File: config.mk
export PLATFORM = sky130hd
export DESIGN_NAME = ex_muldiv_seq
export DESIGN_NICKNAME = d
export VERILOG_FILES = /design/src/rtl/ex_muldiv_seq_pkg.sv /design/src/rtl/ex_muldiv_seq.sv
export SDC_FILE = /design/constraint.sdc
export NUM_CORES = 1
export LEC_CHECK = 0
export BUFFER_PORTS_ARGS = -buffer_cell sky130_fd_sc_hd__buf_4
export CORE_UTILIZATION = 50
export DETAILED_ROUTE_END_ITERATION = 12
export HOLD_SLACK_MARGIN = 0.03
export PLACE_DENSITY_LB_ADDON = 0.05
export SYNTH_ARGS = -nofsm -noshare
export SYNTH_HDL_FRONTEND = slang
export SYNTH_SLANG_ARGS = --single-unit
File: constraint.sdc
create_clock -name clk -period 9.9 [get_ports clk]
set_input_delay 0.495 -clock clk [delete_from_list [all_inputs] [get_ports clk]]
set_output_delay 0.495 -clock clk [all_outputs]
set_load 0.1 [all_outputs]
File: src/rtl/ex_muldiv_seq_pkg.sv
// Shared types for the EX-stage RV32M multiply/divide sequencer.
// Op encoding follows funct3 of the M-extension instructions.
package ex_muldiv_seq_pkg;

    typedef enum logic [2:0] {
        MUL    = 3'd0,
        MULH   = 3'd1,
        MULHSU = 3'd2,
        MULHU  = 3'd3,
        DIV    = 3'd4,
        DIVU   = 3'd5,
        REM    = 3'd6,
        REMU   = 3'd7
    } muldiv_op_e;

    typedef enum logic [1:0] {
        IDLE = 2'd0,
        BUSY = 2'd1,
        DONE = 2'd2
    } muldiv_state_e;

    function automatic logic md_is_mul(input muldiv_op_e op);
        return ~op[2];
    endfunction

    function automatic logic md_is_rem(input muldiv_op_e op);
        return op[2] & op[1];
    endfunction

    // rs1 is treated as signed by MULH, MULHSU, DIV and REM
    function automatic logic md_signed_a(input muldiv_op_e op);
        return (op == MULH) || (op == MULHSU) || (op == DIV) || (op == REM);
    endfunction

    // rs2 is treated as signed by MULH, DIV and REM
    function automatic logic md_signed_b(input muldiv_op_e op);
        return (op == MULH) || (op == DIV) || (op == REM);
    endfunction

endpackage

File: src/rtl/ex_muldiv_seq.sv
// Multi-cycle RV32M sequencer: radix-2 shift-add multiply, restoring divide.
// Works on magnitudes and applies the sign fix on the last step.
import ex_muldiv_seq_pkg::*;

module ex_muldiv_seq #(
    parameter int XLEN     = 32,
    parameter bit FAST_MUL = 1'b0
) (
    input  logic            clk,
    input  logic            rst,
    input  logic            ex_valid,
    input  logic            ex_trap_valid,
    input  logic            ex_is_muldiv,
    input  logic [2:0]      ex_muldiv_op,
    input  logic [XLEN-1:0] ex_src_a,
    input  logic [XLEN-1:0] ex_src_b,
    input  logic            ex_hold,
    input  logic            ex_flush,
    output logic            ex_muldiv_stall,
    output logic            ex_muldiv_done,
    output logic [XLEN-1:0] ex_muldiv_result
);

    localparam int CW = $clog2(XLEN);
    localparam logic [XLEN-1:0] MIN_NEG = {1'b1, {(XLEN-1){1'b0}}};

    muldiv_state_e   state_q;
    muldiv_op_e      op_q;
    logic [CW-1:0]   cnt_q;
    logic            neg_q;
    logic [XLEN-1:0] mcand_q;
    logic [XLEN-1:0] hi_q;
    logic [XLEN-1:0] lo_q;
    logic [XLEN-1:0] result_q;

    muldiv_op_e      op_in;
    logic            start;
    logic            a_neg;
    logic            b_neg;
    logic [XLEN-1:0] a_abs;
    logic [XLEN-1:0] b_abs;
    logic            b_zero;
    logic            div_ovf;
    logic            special;
    logic [XLEN-1:0] special_res;

    logic [XLEN:0]     mul_sum;
    logic [XLEN:0]     div_rs;
    logic              div_ge;
    logic [XLEN-1:0]   hi_d;
    logic [XLEN-1:0]   lo_d;
    logic [2*XLEN-1:0] prod_raw;
    logic [2*XLEN-1:0] prod_fix;
    logic [XLEN-1:0]   q_fix;
    logic [XLEN-1:0]   r_fix;
    logic [XLEN-1:0]   fin_res;
    logic              last_step;

    assign op_in = muldiv_op_e'(ex_muldiv_op);
    assign start = ex_valid & ex_is_muldiv & ~ex_trap_valid & ~ex_flush;

    assign a_neg = md_signed_a(op_in) & ex_src_a[XLEN-1];
    assign b_neg = md_signed_b(op_in) & ex_src_b[XLEN-1];
    assign a_abs = a_neg ? -ex_src_a : ex_src_a;
    assign b_abs = b_neg ? -ex_src_b : ex_src_b;

    assign b_zero  = (ex_src_b == '0);
    assign div_ovf = md_signed_a(op_in) & (ex_src_a == MIN_NEG) & (&ex_src_b);
    assign special = ~md_is_mul(op_in) & (b_zero | div_ovf);

    // Divide-by-zero and signed-overflow results, resolved without iterating
    always_comb begin
        special_res = '0;
        if (b_zero) begin
            special_res = md_is_rem(op_in) ? ex_src_a : '1;
        end else if (!md_is_rem(op_in)) begin
            special_res = MIN_NEG;
        end
    end

    // One radix-2 step: hi/lo hold product halves or remainder/quotient
    always_comb begin
        mul_sum = '0;
        div_rs  = '0;
        div_ge  = 1'b0;
        hi_d    = hi_q;
        lo_d    = lo_q;
        if (md_is_mul(op_q)) begin
            mul_sum = {1'b0, hi_q} + (lo_q[0] ? {1'b0, mcand_q} : '0);
            hi_d    = mul_sum[XLEN:1];
            lo_d    = {mul_sum[0], lo_q[XLEN-1:1]};
        end else begin
            div_rs = {hi_q, lo_q[XLEN-1]};
            div_ge = (div_rs >= {1'b0, mcand_q});
            hi_d   = div_ge ? (div_rs[XLEN-1:0] - mcand_q) : div_rs[XLEN-1:0];
            lo_d   = {lo_q[XLEN-2:0], div_ge};
        end
    end

    // Sign fix and result selection applied on the final step
    always_comb begin
        if (FAST_MUL) begin
            prod_raw = {{XLEN{1'b0}}, mcand_q} * {{XLEN{1'b0}}, lo_q};
        end else begin
            prod_raw = {hi_d, lo_d};
        end
        prod_fix = neg_q ? -prod_raw : prod_raw;
        q_fix    = neg_q ? -lo_d : lo_d;
        r_fix    = neg_q ? -hi_d : hi_d;
        unique case (op_q)
            MUL:                 fin_res = prod_fix[XLEN-1:0];
            MULH, MULHSU, MULHU: fin_res = prod_fix[2*XLEN-1:XLEN];
            DIV, DIVU:           fin_res = q_fix;
            default:             fin_res = r_fix;
        endcase
    end

    assign last_step = (cnt_q == '0) | (FAST_MUL & md_is_mul(op_q));

    // Sequencer FSM with its counter and shift datapath
    always_ff @(posedge clk or posedge rst) begin
        if (rst) begin
            state_q  <= IDLE;
            op_q     <= MUL;
            cnt_q    <= '0;
            neg_q    <= 1'b0;
            mcand_q  <= '0;
            hi_q     <= '0;
            lo_q     <= '0;
            result_q <= '0;
        end else if (ex_flush) begin
            state_q <= IDLE;
            cnt_q   <= '0;
        end else begin
            unique case (state_q)
                IDLE: begin
                    if (start) begin
                        op_q <= op_in;
                        if (special) begin
                            result_q <= special_res;
                            state_q  <= DONE;
                        end else begin
                            mcand_q <= md_is_mul(op_in) ? a_abs : b_abs;
                            lo_q    <= md_is_mul(op_in) ? b_abs : a_abs;
                            hi_q    <= '0;
                            neg_q   <= md_is_rem(op_in) ? a_neg : (a_neg ^ b_neg);
                            cnt_q   <= CW'(XLEN-1);
                            state_q <= BUSY;
                        end
                    end
                end
                BUSY: begin
                    hi_q  <= hi_d;
                    lo_q  <= lo_d;
                    cnt_q <= cnt_q - CW'(1);
                    if (last_step) begin
                        result_q <= fin_res;
                        cnt_q    <= '0;
                        state_q  <= DONE;
                    end
                end
                DONE: begin
                    if (!ex_hold) begin
                        state_q <= IDLE;
                    end
                end
                default: state_q <= IDLE;
            endcase
        end
    end

    // Stall asks for the cycle a start is seen and every BUSY cycle
    assign ex_muldiv_stall  = ~rst & (((state_q == IDLE) & start) | (state_q == BUSY));
    assign ex_muldiv_done   = (state_q == DONE);
    assign ex_muldiv_result = result_q;

endmodule
# ---- Word-level counts from Yosys, hierarchy flattened
# Index checks and enable logic that the tools add are counted.
dict set report totals {
  in_bits 74
  register_bits 139
  output_inout_bits 34
  wordCells 112
}
dict set report classes {
  eq_ne 20
  add_sub_neg 8
  n_lt_le_gt_ge 1
  reduce_logical 20
  n_mux 37
  bitwise 18
}
# cell count
set op_table {}
lappend op_table {{$mux 32} 20}
lappend op_table {{$pmux 32 s2} 3}
lappend op_table {{$neg 32->32} 4}
lappend op_table {{$pmux 32 s3} 1}
lappend op_table {{$mux 64} 1}
lappend op_table {{$neg 64->64} 1}
lappend op_table {{$add 32x32->33} 1}
lappend op_table {{$ge 33x32->1} 1}
lappend op_table {{$eq 32x32->1 const B} 1}
lappend op_table {{$logic_not 32->1} 1}
lappend op_table {{$reduce_and 32->1} 1}
lappend op_table {{$sub 32x32->32} 1}
lappend op_table {{$mux 5} 4}
lappend op_table {{$eq 3x3->1 const B} 4}
lappend op_table {{$ne 3x3->1 const B} 4}
lappend op_table {{$and 1x1->1} 11}
lappend op_table {{$mux 2} 5}
lappend op_table {{$pmux 5 s2} 1}
lappend op_table {{$eq 3x2->1 const B} 3}
lappend op_table {{$reduce_and 3->1} 3}
lappend op_table {{$ne 2x2->1 const B} 4}
lappend op_table {{$reduce_and 4->1} 2}
lappend op_table {{$eq 3x1->1 const B} 2}
lappend op_table {{$pmux 2 s3} 1}
lappend op_table {{16 further kinds} 24}

# ---- Longest topological paths before layout
dict set report logic_depth {
  depth_word 12
  mapped_depth 27
  mapped_depth_nobuf 21
}

# ---- Worst setup path before layout
# No wires, ideal clock.
dict set report synth_timing {
  path_kind {register -> register}
  start {reg lo_q[31]}
  end {reg result_q[20] (netlist: ex_muldiv_result[20])}
  t_arrival_ns 5.107
  setup_time_ns 0.082
  path_slack_ns 4.711
  path_stages_with_launch 27
  path_cell_list {dfrtp_1 -> clkbuf_1 -> inv_1 -> ha_1 -> nand2b_1 -> a211o_1 -> a2111oi_4 -> o21ai_4 -> nand2_2 -> buf_6 -> buf_2 -> buf_1 -> mux2_2 -> nand2_1 -> o21ai_0 -> inv_1 -> ha_1 -> inv_1 -> nor3_1 -> or4b_1 -> buf_2 -> nor3_2 -> nand4b_1 -> or3_1 -> a21oi_1 -> o21ai_1 -> a31oi_1}
}
dict set report synth_via {
  elab_chain_len 8
  elab_cells_between_ends 14
  cone_classes {add/sub (4); order compare (1); mux (9)}
}
# element line_no
set synth_rtl {}
lappend synth_rtl {{from (decl)} ex_muldiv_seq.sv:33} ;# logic [XLEN-1:0] lo_q;
lappend synth_rtl {{from (signal assigned)} ex_muldiv_seq.sv:144} ;# lo_q <= md_is_mul(op_in) ? b_abs : a_abs;
lappend synth_rtl {{from (signal assigned)} ex_muldiv_seq.sv:154} ;# lo_q <= lo_d;
lappend synth_rtl {{$sub 32x32->32 / $ge 33x32->1 (equally long branches)} {ex_muldiv_seq.sv:95, ex_muldiv_seq.sv:94}}
lappend synth_rtl {{$mux 32} ex_muldiv_seq.sv:95} ;# hi_d = div_ge ? (div_rs[XLEN-1:0] - mcand_q) : div_rs[XLEN-1:0];
lappend synth_rtl {{$mux 32} ex_muldiv_seq.sv:88} ;# if (md_is_mul(op_q)) begin
lappend synth_rtl {{$neg 64->64 / $neg 32->32 (equally long branches)} {ex_muldiv_seq.sv:107, ex_muldiv_seq.sv:109}}
lappend synth_rtl {{$mux 64 / $mux 32 (equally long branches)} {ex_muldiv_seq.sv:107, ex_muldiv_seq.sv:109}}
lappend synth_rtl {{$pmux 32 s3 (*)} ex_muldiv_seq.sv:110} ;# unique case (op_q)
lappend synth_rtl {{$mux 32 (*)} ex_muldiv_seq.sv:156} ;# if (last_step) begin
lappend synth_rtl {{$pmux 32 s2 (*)} ex_muldiv_seq.sv:135} ;# unique case (state_q)
lappend synth_rtl {{to (signal assigned)} ex_muldiv_seq.sv:140} ;# result_q <= special_res;
lappend synth_rtl {{to (signal assigned)} ex_muldiv_seq.sv:157} ;# result_q <= fin_res;
lappend synth_rtl {{to (decl)} ex_muldiv_seq.sv:34} ;# logic [XLEN-1:0] result_q;
# Mark *: on every way between the ends. The rest lies on a longest branch, timed or not. The select of a mux whose other input is x is not followed.
# A chain may end at the register's enable or synchronous reset.

# ---- Final worst setup path
dict set report layout_timing {
  start {reg hi_q[8]}
  end {reg result_q[20] (netlist: ex_muldiv_result[20])}
}
dict set report layout_via {
  elab_chain_len 8
  elab_cells_between_ends 15
  cone_classes {add/sub (5); order compare (1); mux (9)}
}
# element line_no
set layout_rtl {}
lappend layout_rtl {{from (decl)} ex_muldiv_seq.sv:32} ;# logic [XLEN-1:0] hi_q;
lappend layout_rtl {{from (signal assigned)} ex_muldiv_seq.sv:153} ;# hi_q <= hi_d;
lappend layout_rtl {{$sub 32x32->32 / $ge 33x32->1 (equally long branches)} {ex_muldiv_seq.sv:95, ex_muldiv_seq.sv:94}}
lappend layout_rtl {{$mux 32} ex_muldiv_seq.sv:95}
lappend layout_rtl {{$mux 32} ex_muldiv_seq.sv:88}
lappend layout_rtl {{$neg 64->64 / $neg 32->32 (equally long branches)} {ex_muldiv_seq.sv:107, ex_muldiv_seq.sv:109}}
lappend layout_rtl {{$mux 64 / $mux 32 (equally long branches)} {ex_muldiv_seq.sv:107, ex_muldiv_seq.sv:109}}
lappend layout_rtl {{$pmux 32 s3 (*)} ex_muldiv_seq.sv:110}
lappend layout_rtl {{$mux 32 (*)} ex_muldiv_seq.sv:156}
lappend layout_rtl {{$pmux 32 s2 (*)} ex_muldiv_seq.sv:135}
# Marks and branches as above.

==> run_results.csv <==
group,metric,value,unit
global_route,grt_start_max_net_pins,102,
yosys,post_synth_inst_count,2154,
global_route,globalRoute.totalOverflow,0,
yosys,synthesized_netlist_net_count,2300,
timing,setup_viol,0,
global_route,number_of_antenna_violations_at_the_first_check_in_global_routing,1,
clocking,numCtsBuffers,17,
yosys,yosysTopAreaCellShare,21.9,%
global_route,grt_util_met1,57.0,%
detailed_routing,avgRoutedWirePerCell,26.1,um
timing,slew_headroom,23.7,%
detailed_routing,route.antenna.remaining_nets,0,
place,routabilityCongestion,1.01,
floorplanning,num_io_pins,108,
setup_path,req_time_crit_path,10280,ps
power,power-per-cell-area,286,mW/mm2
detailed_routing,detail_route.first_pass.iterations,6,
run_status,status,"finished, final reports clean",
yosys,yosys_most_used_dff,"sky130_fd_sc_hd__dfrtp_1",
power,standby_leakage_power,7.14,nW
global_route,globalRoute.busiestLayer,"met2",
yosys,yosysSeqAreaShare,21.9,%
timing,post-route-min-period,6130,ps
setup_path,cp_cell_sequence,"ha_1 > nand4_1 > nor4_1 > nand3b_1 > o211a_1 > nand2_2 > mux2_2 > nand2_1 > o21ai_0 > inv_1 > ha_1 > inv_1 > nor3_1 > or4b_1 > nor3_2 > nand4b_1 > or3_1 > a21oi_1 > o21ai_1 > a31oi_1",
power,total_power,5.02,mW
clocking,cts_sinks,139,
yosys,ys.warnings.count,0,
floorplanning,row_count,64,
yosys,netlist.top_cell.by_area,"sky130_fd_sc_hd__dfrtp_1",
final_layout,layout-area-overhead-vs-synth,10.3,%
detailed_routing,via_count,17600,
yosys,synth.cells.most_frequent,"sky130_fd_sc_hd__nand2_1, sky130_fd_sc_hd__o21ai_0, sky130_fd_sc_hd__nor2_1",
yosys,synthArstFlopShare,100,%
floorplanning,die_h,180,um
setup_path,critical_path_arrival,6510,ps
timing,clock_skew,19.6,ps
yosys,synth_top_cells_by_area,"sky130_fd_sc_hd__dfrtp_1, sky130_fd_sc_hd__o21ai_0, sky130_fd_sc_hd__xnor2_1, sky130_fd_sc_hd__ha_1, sky130_fd_sc_hd__nand2_1",
clocking,post-cts-setup-buffers,0,
clocking,clkTransAtPathRegs,80,ps
setup_path,timing.critical_path.slowest_cell_delay,630,ps
final_layout,final_layout_size_suffix_gt1_share,10.6,%
setup_path,critical_path.reg2reg.startpoint,"hi_q[8]",
yosys,synth.distinct_cells,103,
detailed_routing,detailedRoute.firstIterationViolations,2469,
floorplanning,initial_utilization,51.4,%
setup_path,critPathCapture,"ex_muldiv_result[20]",
yosys,postSynthAreaPerCell,7.39,um2
clocking,cts_h_tree_lvls,4,
clocking,worst_skew_pair.late_latency,460,ps
global_route,track_usage,41.1,%
floorplanning,fp.dieArea,0.0326,mm2
final_layout,finalCoreUtilization,56.6,%
global_route,global_routing_met3_resource_utilization,10.3,%
global_route,vias_in_the_first_global_route,16100,
setup_path,timing.critical_path.from,"hi_q[8]",
setup_path,rr_endpoint,"ex_muldiv_result[20]",
global_route,grt_util_met2,60.4,%
clocking,cts_hold_buf,0,
clocking,tritoncts,"built",
detailed_routing,drc_violation_count_after_routing,0,
timing,max_clock_freq,163,MHz
power,ir_worst_vdd,0.159,mV
flow_run,max_cap_violations,0,
setup_path,timing.critical_path.buf_inv,2,
timing,min_period_over_period,61.9,%
yosys,synth_enable_flop_cells,0,
timing,hold_viol_final,0,
setup_path,worst-path-stages,20,
floorplanning,floorplan_core_area,0.0310,mm2
timing,maxSlewViolCount,0,
setup_path,startpoint_type,"flop",
timing,tightestPinTransition,1140,ps
clocking,clockRootBuffer,"sky130_fd_sc_hd__clkbuf_16",
detailed_routing,wirelength,67500,um
place,detailedPlacementHpwl,52100,um
place,io_buffer_count,107,
setup_path,worstPathMaxFanout,29,
global_route,grt_pass1_wl,102000,um
min_path,hold_class,"in2async",
clocking,clock_buffer_depth,2,
yosys,netlist_area,0.0159,mm2
clocking,resized_cells_post_cts,0,
detailed_routing,avgViaCountPerCell,6.82,
setup_path,crit_type,"reg2reg",
setup_path,worst-r2r-setup-slack,3770,ps
setup_path,worst_setup_path_end_kind,"flop",
setup_path,ff2ff_path_depth,20,
yosys,synth.ff_latch_count,139,
setup_path,crit_family,"simple AND/OR/NAND/NOR gates",
final_layout,design.final.nets,2322,
setup_path,critical-path-slowest-cell,"sky130_fd_sc_hd__nand2_2",
timing,tns,0,ps
yosys,synth_most_common_cell,"sky130_fd_sc_hd__nand2_1",
floorplanning,dieWidth,180,um
timing,rsz0062_at_grt,"false",
[per-layer routing]
layer / part of all wire, % / wire [um]
met1: 43 / 28900
met2: 42 / 28500
met3: 10 / 6970
met4: 4.6 / 3080
met5: 0 / 0
[worst min path at each step]
stage	endpoint	from	depth (start not counted)	slack, ps
after floorplan	mcand_q[30]	mcand_q[30]	2	460
after global placement	ex_muldiv_result[25]	ex_muldiv_result[25]	2	480
after detailed placement	ex_muldiv_result[25]	ex_muldiv_result[25]	2	480
after CTS	ex_muldiv_result[6]	rst	2	230
after global routing	state_q[1]	rst	2	250
final	state_q[1]	rst	2	190
[kinds of logic after synthesis]
family                     count (synthesis)  synth area share [%]
adders and majority gates                 72                  5.75
AOI/OAI and AO/OA                        749                  30.5
buffers and inverters                    205                  5.21
xor gates and xnor gates                 186                  10.2
DFF                                      139                  21.9
muxes                                     53                  3.48
and+or+nand+nor                          750                  22.9
[per-stage QoR]
stage | setup slack, ps | cells | hold WS, ps | area (um2)
global placement | 4150 | 2553 | 477 | 16900
detailed placement | 3950 | 2553 | 484 | 16900
floorplan | 4710 | 2154 | 463 | 15900
global route | 3490 | 2585 | 255 | 17500
finish | 3770 | 2586 | 195 | 17500
CTS | 3950 | 2585 | 232 | 17500
[sequential cells by signal, indices dropped and copies added, names as in the netlist]
| name | cells |
|---|---|
| ex_muldiv_result | 32 |
| hi_q | 32 |
| lo_q | 32 |
| mcand_q | 32 |
| cnt_q | 5 |
| op_q | 3 |
| state_q | 2 |
| neg_q | 1 |
[power by group]
| part | switching, mW | internal [mW] | total [mW] |
|---|---|---|---|
| Combinational | 2.27 | 1.10 | 3.37 |
| Clock | 0.289 | 0.429 | 0.718 |
| Sequential | 0.212 | 0.724 | 0.936 |
[layout make-up]
class | instances | area (um2)
inverters | 70 | 268
fillers | 3025 | 13400
diodes | 1 | 2.50
multi-input cells | 1810 | 11600
flip-flops and latches | 139 | 3480
clock buffers | 18 | 439
well taps | 396 | 495
repair buffers | 138 | 1040
clock inverters | 14 | 196
[layout by cell type, fill, tap and decap left out, drive strengths merged, types with 15 or more instances in the layout]
master,Yosys,final
nand4,36,36
o22ai,18,18
xnor2,119,119
nand2,230,230
nand2b,21,21
a22o,17,17
nand3,27,27
inv,70,70
a21oi,169,169
dfrtp,139,139
buf,37,138
a31oi,35,35
mux2i,44,44
a221oi,15,15
nor4,20,20
nor3,54,54
o211ai,22,22
and2,40,40
nor2,217,217
a21o,25,25
nor2b,15,15
o31ai,29,29
o21ai,240,240
or3,25,25
o221ai,29,29
a211oi,34,34
ha,70,70
clkbuf,98,18
xor2,67,67
(Power assumes the default switching activity.)
